--- src/rtl/clk_div_pkg.sv ---
// Shared types and helpers for the power-of-two clock-divider controller.
package clk_div_pkg;

  typedef enum logic [1:0] {
    IDLE,
    RUN,
    PEND
  } state_e;

  // Requests beyond the counter width select the slowest available tap.
  function automatic int unsigned sel_clamp(input int unsigned sel, input int unsigned cnt_w);
    return (sel > cnt_w) ? cnt_w : sel;
  endfunction

endpackage

--- src/rtl/clk_div_counter.sv ---
// Free-running divider counter with tap mux for the selected ratio.
module clk_div_counter
  import clk_div_pkg::*;
#(
  parameter int unsigned CNT_W = 3,
  parameter int unsigned SEL_W = 2
) (
  input  logic             clk,
  input  logic             reset,
  input  logic             clr_i,
  input  logic             en_i,
  input  logic             tick_en_i,
  input  logic [SEL_W-1:0] sel_i,
  output logic [CNT_W-1:0] div_vec_o,
  output logic             div_out_o,
  output logic             div_tick_o,
  output logic             wrap_o
);

  logic [CNT_W-1:0] cnt_q;
  logic [CNT_W-1:0] cnt_d;

  always_comb begin
    cnt_d = cnt_q;
    if (clr_i) begin
      cnt_d = '0;
    end else if (en_i) begin
      cnt_d = cnt_q + CNT_W'(1);
    end
  end

  always_ff @(posedge clk) begin
    if (!reset) begin
      cnt_q <= '0;
    end else begin
      cnt_q <= cnt_d;
    end
  end

  assign div_vec_o = cnt_q;
  assign wrap_o    = en_i && (cnt_q == '1);

  // lo_zero accumulates "cnt[i:0] == 0" as the loop walks up the taps.
  always_comb begin
    logic lo_zero;
    lo_zero    = 1'b1;
    div_out_o  = 1'b0;
    div_tick_o = 1'b0;
    for (int unsigned i = 0; i < CNT_W; i++) begin
      lo_zero = lo_zero & ~cnt_q[i];
      if (32'(sel_i) == i + 1) begin
        div_out_o  = cnt_q[i];
        div_tick_o = tick_en_i & lo_zero;
      end
    end
  end

endmodule

--- src/rtl/clk_div_ctrl.sv ---
// Run/stop and ratio controller: config handshake and glitch-free ratio switching.
module clk_div_ctrl
  import clk_div_pkg::*;
#(
  parameter int unsigned CNT_W     = 3,
  parameter int unsigned SEL_W     = 2,
  parameter int unsigned RESET_SEL = 1
) (
  input  logic             clk,
  input  logic             reset,
  input  logic             run,
  input  logic             cfg_valid,
  input  logic [SEL_W-1:0] cfg_sel,
  output logic             cfg_ready,
  output logic             cfg_done,
  output logic [SEL_W-1:0] active_sel,
  output logic [CNT_W-1:0] div_vec,
  output logic             div_out,
  output logic             div_tick
);

  state_e           state_q;
  logic [SEL_W-1:0] active_sel_q;
  logic [SEL_W-1:0] pend_sel_q;
  logic             cfg_done_q;

  logic             accept;
  logic             wrap;
  logic [SEL_W-1:0] sel_c;

  // Holding ready low for the cycle after cfg_done keeps the done pulse from repeating.
  assign cfg_ready = (state_q != PEND) && !cfg_done_q;
  assign accept    = cfg_valid && cfg_ready;
  assign sel_c     = SEL_W'(sel_clamp(32'(cfg_sel), CNT_W));

  always_ff @(posedge clk) begin
    if (!reset) begin
      state_q      <= IDLE;
      active_sel_q <= SEL_W'(RESET_SEL);
      pend_sel_q   <= '0;
      cfg_done_q   <= 1'b0;
    end else begin
      cfg_done_q <= 1'b0;
      unique case (state_q)
        IDLE: begin
          if (accept) begin
            active_sel_q <= sel_c;
            cfg_done_q   <= 1'b1;
          end
          if (run) begin
            state_q <= RUN;
          end
        end
        RUN: begin
          if (!run) begin
            state_q <= IDLE;
            if (accept) begin
              active_sel_q <= sel_c;
              cfg_done_q   <= 1'b1;
            end
          end else if (accept) begin
            pend_sel_q <= sel_c;
            state_q    <= PEND;
          end
        end
        PEND: begin
          if (!run || wrap) begin
            active_sel_q <= pend_sel_q;
            cfg_done_q   <= 1'b1;
            state_q      <= run ? RUN : IDLE;
          end
        end
        default: state_q <= IDLE;
      endcase
    end
  end

  assign active_sel = active_sel_q;
  assign cfg_done   = cfg_done_q;

  clk_div_counter #(
    .CNT_W (CNT_W),
    .SEL_W (SEL_W)
  ) u_counter (
    .clk        (clk),
    .reset      (reset),
    .clr_i      (!run || (state_q == IDLE)),
    .en_i       (state_q != IDLE),
    .tick_en_i  (state_q != IDLE),
    .sel_i      (active_sel_q),
    .div_vec_o  (div_vec),
    .div_out_o  (div_out),
    .div_tick_o (div_tick),
    .wrap_o     (wrap)
  );

endmodule
--- config.mk ---
export PLATFORM = sky130hd
export DESIGN_NAME = clk_div_ctrl
export DESIGN_NICKNAME = d
export VERILOG_FILES = /design/src/rtl/clk_div_pkg.sv /design/src/rtl/clk_div_counter.sv /design/src/rtl/clk_div_ctrl.sv
export SDC_FILE = /design/constraint.sdc
export NUM_CORES = 1
export LEC_CHECK = 0
export CORE_AREA = 2 2 39 41
export CTS_CLUSTER_SIZE = 10
export DETAILED_ROUTE_END_ITERATION = 10
export DIE_AREA = 0 0 41 43
export MAX_ROUTING_LAYER = met4
export PLACE_DENSITY = 0.78
export SLEW_MARGIN = 20
export SYNTH_ARGS = -nofsm -noshare
export SYNTH_HDL_FRONTEND = slang
export SYNTH_HIERARCHICAL = 1
export SYNTH_SLANG_ARGS = --single-unit
--- constraint.sdc ---
create_clock -name clk -period 2 [get_ports clk]
set_input_delay 0.6 -clock clk [delete_from_list [all_inputs] [get_ports clk]]
set_output_delay 0.6 -clock clk [all_outputs]
set_load 0.01 [all_outputs]
==> results.cfg, run 1 <==
[sta]
rsz0062_at_grt = false
finClkSkew_ns = 0.000752
whs_ns = 0.513
worstMarginPinSlew_ns = 0.290
slew_viol_final = 0
tns_ns = 0
setup_viol = 0
slew_headroom_pct = 80.7
timing.final.hold_violations = 0
layout_setup_ws_ns = 0.128
max_freq_mhz = 534
fin_crit_sh_pct = 93.6
period_minus_slack_ns = 1.87

[logic_synthesis]
ys_seq_area_share_pct = 35.7
yosysMostFrequentCell = dfxtp_1
synth_top_cell_area_share_pct = 35.7
synth_xor_area_share_pct = 1.56
synth.net_count = 68
yosysUniqueCellTypes = 23
synth_top_area_cell = dfxtp_1
synthMuxAreaShare_pct = 14.5
syn_avg_cell_area_um2 = 9.50
ys.flop_type = dfxtp_1
synth_edf_count = 0
synthArstFlopShare_pct = 0
ys.warnings.count = 6
synth.top_cells.by_area = dfxtp_1 (36%), mux2i_1 (13%), ha_1 (6.7%)
synth_area_um2 = 561
syn_inst = 59
synth_top_family_by_area = simple AND/OR/NAND/NOR gates
synthSimpleGateAreaFrac_pct = 24.1
synth_common_cells = dfxtp_1 (10), mux2i_1 (7), nand2_1 (7)
synth_compound_area_share_pct = 14.7
synth_fa_ha_area_share_pct = 6.70
synth-seq-cells = 10

[power_and_ir_drop]
switchingPower_uw = 119
p_total_uw = 488
irDropWorstVdd_mv = 0.284
leakage_nw = 0.350
power_density_nw_per_um2 = 614
pwr-share-clk_pct = 37.9
combPwrFrac_pct = 17.6
p_int_uw = 368
pwr-share-seq_pct = 44.5
switching_share_pct = 24.5

[placement]
globalplace.congestion = 0.724
pre_cts_slack_ns = 0.0320
dp_hpwl_um = 874
numPortBuffers = 14

[setup_path]
startpoint = u_counter/div_vec_o[0]
r2r-start = u_counter/div_vec_o[0]
crit_buf_inv = 2
worstSetupPathDepth = 5
cp_cell_sequence = buf_4 -> mux2_1 -> nand2_1 -> o21ai_1 -> clkbuf_2
max_stage_delay_ns = 0.33
required_ns = 1.40
critPathTopFamily = flip-flops
crit_path_end_kind = primary output
critPathMaxFanout = 4
start_kind = flip-flop
critPathSlowestCell = dfxtp_2
rr_worst_depth = 8
arrival_ns = 1.27
worstSetupPathType = flip-flop to primary output

[finish]
drive_gt1_share_pct = 21.7
regArea_um2 = 204
fin_util_pct = 57.4
area_growth_syn_to_layout_pct = 41.7
diodes = 0
nFillCells = 125
multiInputGateArea_um2 = 345
fin_nets = 93

[cts]
cts_tree = built
cts.clk_slew.worst_paths_ns = 0.07
clock-root-buffer = clkbuf_4
cts_buffers = 3
hold_buffers = 0
cts.path.max_buffers = 2
cts_resized = 7
clk_latency_ns = 0.26
postCtsSetupBuffers = 0
h-tree-depth = 1
clock-sinks = 10

[detailed_routing]
wire_per_inst_um = 11.5
vias_per_cell = 4.88
drt_drc_violations_left = 0
vias = 483
drt_pass1_iterations = 4
drt_iter0_markers = 7
wl_um = 1140
final_antenna_net_count = 0

[floorplanning]
chipHeight_um = 43
die_x_um = 41
num_rows = 14
start_util_pct = 40.5
boundaryPins = 15
core_um2 = 1380
dieArea_um2 = 1760

[worst_hold_path]
hold_start = u_counter/div_vec_o[0]
hold_class = flip-flop to flip-flop
hold_depth = 2

[run_status]
outcome = finished clean

[grt]
grt_pass1_vias = 435
grt_max_degree = 9
grt_overflow_total = 0
grt_pass1_wl_um = 1790
grt_usage_pct = 15.7
antenna_found_initial = 0

[job]
drv_cap = 0
registers in the layout, indices dropped and copies added (netlist names):
register             cells
u_counter/div_vec_o      3
active_sel               2
pend_sel_q               2
state_q                  2
cfg_done                 1
power groups by stage:
stage	Clock, mW	Combinational, mW	Sequential, mW
floorplan	0	0.0419	0.221
global placement	0	0.0877	0.220
detailed placement	0	0.0887	0.221
CTS	0.192	0.0872	0.217
global route	0.203	0.0934	0.218
finish	0.185	0.0856	0.217
worst paths after layout:
| path | end | slack, ns |
|---|---|---|
| max reg2reg | active_sel[0] | 0.28 |
| min | u_counter/div_vec_o[0] | 0.51 |
| min reg2reg | u_counter/div_vec_o[0] | 0.51 |
| max | div_out | 0.13 |
worst register-to-register path, stage by stage (launching register included):
cell	delay [ns]
dfxtp_2	0.33
buf_4	0.14
ha_1	0.19
ha_1	0.16
and2_1	0.14
and2b_1	0.26
a221oi_4	0.10
nor3b_1	0.21
a31oi_1	0.07
final cells by class:
cell class | instances | area share [%]
Sequential cell | 10 | 25.7
Inverter | 4 | 1.89
Timing Repair Buffer | 20 | 21.9
Clock buffer | 4 | 4.57
Multi-Input combinational cell | 45 | 43.5
Tap cell | 16 | 2.52
per-layer routing:
metal	GRT usage (%)	vias to the layer above	routed length, um	share of wire (%)
met2	23.4	10	606	53
met4	10.0	0	14	1.2
li1	-	252	-	-
met3	3.14	2	48	4.2
met1	18.4	219	469	41
met5	-	-	0	0
per-stage QoR:
step                cells  instance area [um2]
global route           99                  795
floorplan              59                  561
finish                 99                  795
global placement       95                  766
detailed placement     95                  766
CTS                    99                  803
layout by cell type (no fill, tap or decap), types with 2 or more instances in the layout:
master | Yosys | routed
buf_4 | 0 | 6
ha_1 | 3 | 3
clkdlybuf4s50_1 | 0 | 11
clkbuf_4 | 0 | 3
o21a_1 | 2 | 2
dfxtp_1 | 10 | 7
nand2_1 | 7 | 7
and2_1 | 2 | 2
nor3b_1 | 3 | 3
nor2_1 | 5 | 5
clkbuf_2 | 0 | 2
mux2i_1 | 7 | 7
a21oi_1 | 2 | 2
nor2b_1 | 2 | 2
dfxtp_2 | 0 | 3
inv_1 | 4 | 4
kinds of logic after synthesis:
| logic type | after synthesis |
|---|---|
| and+or+nand+nor | 24 |
| DFF | 10 |
| AOI/OAI and AO/OA | 9 |
| muxes | 8 |
| buffers and inverters | 4 |
| adders and majority gates | 3 |
| xor gates and xnor gates | 1 |
Note: power is estimated with default switching activity, not from simulation.
==> run 2, diff against run 1 <==
--- a/config.mk
+++ b/config.mk
@@ -5,12 +5,13 @@
 export SDC_FILE = /design/constraint.sdc
 export NUM_CORES = 1
 export LEC_CHECK = 0
-export CORE_AREA = 2 2 39 41
+export ABC_AREA = 1
+export CORE_MARGIN = 2
+export CORE_UTILIZATION = 46
 export CTS_CLUSTER_SIZE = 10
 export DETAILED_ROUTE_END_ITERATION = 10
-export DIE_AREA = 0 0 41 43
 export MAX_ROUTING_LAYER = met4
-export PLACE_DENSITY = 0.78
+export PLACE_DENSITY = 0.82
 export SLEW_MARGIN = 20
 export SYNTH_ARGS = -nofsm -noshare
 export SYNTH_HDL_FRONTEND = slang
==> run 2 against run 1 <==
  * Maximum frequency shrank 0.14%
  * Highest routed layer unchanged
  * Synthesized cell count grew 63%
  * First-iteration DRC count increased by 71%
  * Cell count rose by 35%
  * Clock skew rose by 0.0052 ns
  * Critical path type unchanged
  * Sequential share of layout area down 1.3 points
  * Non-clock buffer count fell by 1
  * Wire length is 2.3% higher
  * Clock-buffer cell count stayed put
  * Power increased by 3.7%
  * Via count grew 34%
  * Critical path depth grew 2
==> results.cfg, run 2 <==
[logic_synthesis]
synth.top_cells.by_area = dfxtp_1 (33%), nand2_1 (19%), inv_1 (8.8%)
synth_edf_count = 0
yosysMostFrequentCell = nand2_1
ys_seq_area_share_pct = 33.3
syn_inst = 96
synth.net_count = 105
ys.warnings.count = 6
syn_avg_cell_area_um2 = 6.26
synth_common_cells = nand2_1 (31), inv_1 (14), nor2_1 (13)
synth-seq-cells = 10
synth_top_cell_area_share_pct = 33.3
synth_top_area_cell = dfxtp_1
yosysUniqueCellTypes = 15
synth_area_um2 = 601
synthArstFlopShare_pct = 0
ys.flop_type = dfxtp_1

[finish]
diodes = 0
fin_nets = 129
drive_gt1_share_pct = 16.8
layout_commonest_cell = nand2_1
fin_util_pct = 66.8
final_cell_mix = nand2_1 (30), inv_1 (14), nor2_1 (13)
largest_reg_flops = 3
area_growth_syn_to_layout_pct = 39.4

[placement]
dp_hpwl_um = 959
pre_cts_slack_ns = 0.0923
globalplace.congestion = 0.833
numPortBuffers = 14

[sta]
rsz0062_at_grt = false
period_minus_slack_ns = 1.87
timing.final.hold_violations = 0
worstMarginPinSlew_ns = 0.257
slew_viol_final = 0
setup_viol = 0
finClkSkew_ns = 0.00595
layout_setup_ws_ns = 0.125
max_freq_mhz = 533
fin_crit_sh_pct = 93.7
slew_headroom_pct = 82.8
tns_ns = 0

[floorplanning]
chipHeight_um = 40.1
num_rows = 13
core_um2 = 1250
dieArea_um2 = 1610
boundaryPins = 15
start_util_pct = 48.0
die_x_um = 40.1

[grt]
grt_max_degree = 8
grt_pass1_wl_um = 1970
gr-usage-met1_pct = 20.8
met2_usage_pct = 31.0
grt_overflow_total = 0
grt_usage_pct = 19.0
use_met3_pct = 3.33
busiest_layer = met2
antenna_found_initial = 0
grt_pass1_vias = 546

[detailed_routing]
drt_drc_violations_left = 0
vias = 648
vias_per_cell = 4.84
wire_per_inst_um = 8.69
final_antenna_net_count = 0
drt_pass1_iterations = 4
drt_iter0_markers = 12
wl_um = 1160

[setup_path]
critPathMaxFanout = 2
crit_path_end_kind = primary output
required_ns = 1.40
arrival_ns = 1.27
worstSetupPathType = flip-flop to primary output
start_kind = flip-flop
rrSetupSlack_ns = 0.49

[power_and_ir_drop]
leakage_nw = 0.412
power_density_nw_per_um2 = 604
irDropWorstVdd_mv = 0.471

[worst_hold_path]
hold_class = flip-flop to flip-flop

[cts]
clk_latency_ns = 0.27
clock-root-buffer = clkbuf_4
clock-sinks = 10
cts_tree = built
cts.clk_slew.worst_paths_ns = 0.07
cts_buffers = 3
cts.path.max_buffers = 2
h-tree-depth = 1
hold_buffers = 0

[job]
drv_cap = 0

[run_status]
outcome = finished clean
-- run 2: changes by cell type after synthesis, moves of 3 or more --
cell,delta
nor3b_1,-3
nand2_1,+24
a21oi_1,+4
inv_1,+10
mux2i_1,-7
nand3_1,+7
nor2_1,+8
-- run 2: routing by layer --
metal	share of wire (%)	vias up
met5	0	-
met4	3.3	0
met3	5.8	5
met2	49	19
met1	42	284
li1	-	340
-- run 2: report_power, final --
| group | total (mW) | leakage (nW) | switching, mW | internal (mW) |
|---|---|---|---|---|
| clock network | 0.183 | 0.0210 | 0.0720 | 0.111 |
| registers | 0.219 | 0.0822 | 0.00899 | 0.210 |
| logic | 0.104 | 0.309 | 0.0546 | 0.0493 |
-- run 2: through the flow --
stage / total power [mW] / hold slack, ns / cells / area, um2
after floorplan: 0.279 / 0.463 / 96 / 601
after global placement: 0.327 / 0.488 / 130 / 797
after detailed placement: 0.328 / 0.488 / 130 / 797
after CTS: 0.510 / 0.508 / 134 / 835
after global routing: 0.536 / 0.539 / 134 / 837
final: 0.505 / 0.504 / 134 / 837
-- run 2: timing repair --
| item | CTS | global route |
|---|---|---|
| endpoints found under the setup margin | 3 | 1 |
| setup buffers | 0 | 0 |
| endpoints found under the hold margin | 0 | 0 |
| resized for setup | 6 | 2 |
-- run 2: critical path, cell delays in order (launching register included) --
cell,delay (ns)
dfxtp_2,0.32
inv_1,0.05
ha_1,0.19
nand2_1,0.05
inv_1,0.05
nand2_1,0.05
nand3_1,0.07
clkdlybuf4s15_1,0.23
-- run 2: kinds of logic after synthesis --
| family | Yosys count | synth area share, % |
|---|---|---|
| and+or+nand+nor | 58 | 42.9 |
| AOI/OAI and AO/OA | 9 | 7.50 |
| DFF | 10 | 33.3 |
| buffers and inverters | 16 | 10.0 |
| adders and majority gates | 3 | 6.25 |
-- run 2: final timing paths --
check | startpoint | end | depth (start not counted)
max | u_counter/div_vec_o[0] | div_tick | 7
min | pend_sel_q[0] | pend_sel_q[0] | 2
max reg2reg | u_counter/div_vec_o[0] | active_sel[1] | 11
min reg2reg | pend_sel_q[0] | pend_sel_q[0] | 2
-- run 2: cell type report --
cell class              instances  area, um2
fillers                       121        415
multi-input cells              70        343
flip-flops and latches         10        204
repair buffers                 19        175
clock buffers                   4       36.3
well taps                      15       18.8
inverters                      16       60.1
